File: src/rtl/uart_transmitter.sv
// UART transmitter: serialises one frame per accepted TxStart, pacing each
// bit on the upstream BaudTick pulse. The frame is a start bit, DataBits data
// bits LSB first, an optional parity bit and StopBits stop bits.
module uart_transmitter #(
  parameter int DataBits     = 8,
  parameter int ParityEnable = 0,
  parameter int ParityOdd    = 0,
  parameter int StopBits     = 1
) (
  input  logic       Clock,
  input  logic       MR,
  input  logic       BaudTick,
  input  logic [7:0] TxData,
  input  logic       TxStart,
  output logic       TxReady,
  output logic       TxDone,
  output logic       Busy,
  output logic       TxSerial
);

  typedef enum logic [2:0] {
    IDLE,
    SYNC,
    START,
    DATA,
    PARITY,
    STOP
  } state_t;

  localparam logic [2:0] LastBit  = 3'(DataBits - 1);
  localparam logic       LastStop = 1'(StopBits - 1);
  localparam logic       OddFlip  = 1'(ParityOdd);

  state_t              state_q, state_d;
  logic [DataBits-1:0] shift_q, shift_d;
  logic [2:0]          bit_cnt_q, bit_cnt_d;
  logic                stop_cnt_q, stop_cnt_d;
  logic                parity_q, parity_d;
  logic                tx_serial_q, tx_serial_d;
  logic                tx_done_q, tx_done_d;

  // Next-state logic; the line value is computed one cycle ahead so the
  // serial output comes straight from a flop.
  always_comb begin
    state_d     = state_q;
    shift_d     = shift_q;
    bit_cnt_d   = bit_cnt_q;
    stop_cnt_d  = stop_cnt_q;
    parity_d    = parity_q;
    tx_serial_d = tx_serial_q;
    tx_done_d   = 1'b0;

    case (state_q)
      IDLE: begin
        tx_serial_d = 1'b1;
        if (TxStart) begin
          shift_d    = TxData[DataBits-1:0];
          parity_d   = (^TxData[DataBits-1:0]) ^ OddFlip;
          bit_cnt_d  = 3'd0;
          stop_cnt_d = 1'b0;
          state_d    = SYNC;
        end
      end
      SYNC: begin
        tx_serial_d = 1'b1;
        if (BaudTick) begin
          state_d     = START;
          tx_serial_d = 1'b0;
        end
      end
      START: begin
        if (BaudTick) begin
          state_d     = DATA;
          bit_cnt_d   = 3'd0;
          tx_serial_d = shift_q[0];
        end
      end
      DATA: begin
        if (BaudTick) begin
          if (bit_cnt_q == LastBit) begin
            if (ParityEnable != 0) begin
              state_d     = PARITY;
              tx_serial_d = parity_q;
            end else begin
              state_d     = STOP;
              stop_cnt_d  = 1'b0;
              tx_serial_d = 1'b1;
            end
          end else begin
            bit_cnt_d   = bit_cnt_q + 3'd1;
            shift_d     = shift_q >> 1;
            tx_serial_d = shift_q[1];
          end
        end
      end
      PARITY: begin
        if (BaudTick) begin
          state_d     = STOP;
          stop_cnt_d  = 1'b0;
          tx_serial_d = 1'b1;
        end
      end
      STOP: begin
        tx_serial_d = 1'b1;
        if (BaudTick) begin
          if (stop_cnt_q == LastStop) begin
            state_d   = IDLE;
            tx_done_d = 1'b1;
          end else begin
            stop_cnt_d = 1'b1;
          end
        end
      end
      default: begin
        state_d     = IDLE;
        tx_serial_d = 1'b1;
      end
    endcase
  end

  // State and datapath registers with synchronous master reset.
  always_ff @(posedge Clock) begin
    if (MR) begin
      state_q     <= IDLE;
      shift_q     <= '0;
      bit_cnt_q   <= 3'd0;
      stop_cnt_q  <= 1'b0;
      parity_q    <= 1'b0;
      tx_serial_q <= 1'b1;
      tx_done_q   <= 1'b0;
    end else begin
      state_q     <= state_d;
      shift_q     <= shift_d;
      bit_cnt_q   <= bit_cnt_d;
      stop_cnt_q  <= stop_cnt_d;
      parity_q    <= parity_d;
      tx_serial_q <= tx_serial_d;
      tx_done_q   <= tx_done_d;
    end
  end

  assign TxReady  = (state_q == IDLE);
  assign Busy     = ~TxReady;
  assign TxDone   = tx_done_q;
  assign TxSerial = tx_serial_q;

endmodule
File: config.mk
export PLATFORM = sky130hd
export DESIGN_NAME = uart_transmitter
export DESIGN_NICKNAME = d
export VERILOG_FILES = /design/src/rtl/uart_transmitter.sv
export SDC_FILE = /design/constraint.sdc
export NUM_CORES = 1
export LEC_CHECK = 0
export CORE_UTILIZATION = 50
export CTS_BUF_LIST = sky130_fd_sc_hd__clkbuf_8
export CTS_CLUSTER_SIZE = 24
export DETAILED_ROUTE_END_ITERATION = 6
export GPL_TIMING_DRIVEN = 0
export MAX_ROUTING_LAYER = met4
export PLACE_DENSITY = 0.76
export RECOVER_POWER = 50
export SETUP_SLACK_MARGIN = 0.02
export SYNTH_ARGS = -nofsm -noshare
export SYNTH_HDL_FRONTEND = slang
export SYNTH_SLANG_ARGS = --single-unit
export TNS_END_PERCENT = 30
File: constraint.sdc
create_clock -name Clock -period 1.9 [get_ports Clock]
set_input_delay 0.19 -clock Clock [delete_from_list [all_inputs] [get_ports Clock]]
set_output_delay 0.19 -clock Clock [all_outputs]
set_load 0.005 [all_outputs]
==> results.md, run 1 <==
* Final period util at 93.6%
* Crit path kind: reg2reg
* CP dominant cell by count: ha_1
* Vias in the first global route at 752
* DP Wirelength at 1.26 mm
* Via count at 784
* Fmax at 562 MHz
* First-pass GRT wire length at 3.14 mm
* Critical path's top delay family: compound AO/OA/AOI/OAI gates
* CTS tree: yes
* WHS Endpoint: TxDone$_SDFF_PP0_
* Routability cong. at 0.812
* Die Y at 42.9 µm
* First-pass detailed-route iteration total at 4
* Post-synthesis net count at 110
* Initial DRC count at 19
* DIE AREA at 1840 µm²
* Io pins at 16
* Starting Density at 54.2%
* IO buf count at 14
* Place WS at 0.00777 ns
* Max incr delay on CP at 0.32 ns
* FP Rows at 14
* Hold-critical path depth at 3
* Seq cells post-synth at 16
* Vias per cell at 6.08
* RR Startpoint: bit_cnt_q[0]$_SDFFE_PP0P_
* Clk_skew at 0.00155 ns
* Synth cell types at 35
* Initial antenna violation count at 0
* Crit path max fanout at 10
* Synth top area cells: dfxtp_1, a311oi_1, nand3_1, a21oi_1, o21ai_0
* Cell Area, Synth at 836 µm²
* Final nets at 129
* Status: finished, final reports clean
* GR peak layer: met2
* Post-synth top area cell: dfxtp_1
* GR Util met2 at 41.5%
* Share of synthesized registers carrying an async set or reset at 0%
* Clock-pin slew on the worst setup and hold paths at 0.06 ns
* Fin cells at 129
* Worst path slowest cell: dfxtp_1
* Tmin final at 1.78 ns
* Layout area overhead at 26.8%
* Hold Buf Count CTS at 0
* RSZ-0062 raised after global routing: yes
* Grt ovf at 0
* Wirelength, routed at 1.86 mm
* Total CTS buffers at 3
* Met1 GRT Util at 25.1%
* Avg Inst Size Synth at 8.71 µm²
* Per-cell routed wire length at 14.4 µm
* DRC at 0
* Crit path launch type: flop
* EDFF count, synth at 0
* Max VDD drop at 0.000512 V
* Most frequent cells in the layout: dfxtp_1, clkdlybuf4s50_1, nand2_1, nor2_1, nand3_1
* Worst Setup Slack, final at 0.121 ns
* Seq/Total Area, Yosys at 38.3%
* Placed cell count at 126
* Maximum level of the CTS H-tree at 1
* Sink Count at 16
* Final Power at 0.000790 W
* Total GRT Usage at 23.5%
* P_leak at 0.412 nW
* ANT nets after route at 0
* Root buffer cell: clkbuf_8
* Clock Latency Late Sink at 0.24 ns
* CP endpoint kind: flop
* Critical path arrival at 1.94 ns
* CP Cell Sequence: ha_1 -> ha_1 -> nand4b_1 -> a21oi_4 -> buf_6 -> nor2_1 -> a311oi_2
* Buf/Inv on CP at 1
* Met3 Resource Use GR at 3.83%
* Total Neg Setup Slack at 0 ns
* Min-delay src: BaudTick
* Hold/Removal Path Class: in2reg
* Ys flop type: dfxtp_1
* CP required at 2.06 ns
* Core box area at 1540 µm²
* Clock buffer depth at 2
* R2R depth at 7
* Pins over their slew limit at 0
* FF-to-FF End: shift_q[6]$_SDFFE_PP0P_
* Fraction of layout cells with a size suffix above 1 at 15.0%
* Largest net degree at the start of global routing at 20
* Fill cells at 127
* Synth warn at 0
* Final setup viols at 0
* R2R Setup Slk at 0.12 ns
* Maximum Capacitance Violations at 0
* Rel. slew slack at 67.7%
* Final Hold Vio Count at 0
* Post-synth top area share at 38.3%
* Commonest non-fill, non-tap cell in the layout: dfxtp_1
* Number of diodes at 0
* PwrDens at 746 nW/µm²
* Die span in x at 42.9 µm
* Worst-margin pin slew at 0.484 ns
* Post-Syn Instances at 96
sequential cells by signal, summed over array words and instances, names as in the netlist:
| name | flops |
|---|---|
| shift_q | 8 |
| bit_cnt_q | 3 |
| state_q | 3 |
| TxDone | 1 |
| TxSerial | 1 |
report_power, final:
part	internal, W	switching (W)
clock network	0.000140	0.000108
logic	0.0000835	0.0000870
registers	0.000359	0.0000132
total	0.000582	0.000208
metrics by stage:
step / area, µm² / utilization [%] / hold slack [ns]
CTS: 1060 / 68.8 / 0.318
global placement: 996 / 64.6 / 0.460
detailed placement: 996 / 64.6 / 0.463
global route: 1060 / 68.8 / 0.354
finish: 1060 / 68.8 / 0.327
floorplan: 836 / - / 0.262
per-layer routing:
metal  vias up  share of wire, %
li1        387                 -
met1       378                43
met2        17                53
met3         2               3.8
met4         0              0.48
met5         -                 0
worst min-delay path: cells and delay by family:
family	cells	cell delay, ns
and+or+nand+nor	2	0.18
buffers and inverters	1	0.15
synthesized netlist by cell type, types with 2 or more instances:
library cell and number:
o21ai_0 6, nor2b_1 2, a21oi_1 7, nand3_1 8, a311oi_1 5, nand2_1 8, ha_1 2, dfxtp_1 16
inv_1 3, buf_4 3, clkbuf_1 3, nor2_1 8, or3_1 2, or4b_1 2
worst max path at each step:
stage,start,endpoint,depth (start not counted)
after global placement,TxStart,shift_q[6]$_SDFFE_PP0P_,6
after floorplan,bit_cnt_q[0]$_SDFFE_PP0P_,shift_q[6]$_SDFFE_PP0P_,7
after detailed placement,TxStart,shift_q[6]$_SDFFE_PP0P_,6
after global routing,bit_cnt_q[0]$_SDFFE_PP0P_,bit_cnt_q[1]$_SDFFE_PP0P_,6
final,bit_cnt_q[0]$_SDFFE_PP0P_,shift_q[6]$_SDFFE_PP0P_,7
after CTS,state_q[2]$_SDFFE_PP0P_,TxReady,4
repair_timing:
item | CTS | global route
buffers inserted | 1 | 0
pin swaps | 0 | 1
setup endpoints to repair | 2 | 3
gates resized for setup | 6 | 1
final cells by class:
| cell class | instances | area [µm²] | share of cell area (%) |
|---|---|---|---|
| multi-input cells | 69 | 459 | 43.3 |
| repair buffers | 15 | 148 | 13.9 |
| plain buffers | 7 | 56.3 | 5.31 |
| inverters | 3 | 11.3 | 1.06 |
| clock buffers | 3 | 41.3 | 3.90 |
| flip-flops and latches | 16 | 324 | 30.6 |
| well taps | 16 | 20.0 | 1.89 |
cells by family after synthesis:
group / Yosys count / share of synthesized area [%]
AO/OA/AOI/OAI: 27 / 24.3
flip-flops: 16 / 38.3
buffers and inverters: 11 / 7.33
AND/OR/NAND/NOR: 39 / 25.9
multiplexers: 1 / 1.20
adder cells (fa/ha/maj): 2 / 2.99
Power figures use the tool's default switching activity.
==> inputs of run 2 (changes only) <==
Settings changed: SLEW_MARGIN set to 5.
==> results of run 2 <==
No change in the layout: final DEF, timing and power equal those of run 1.
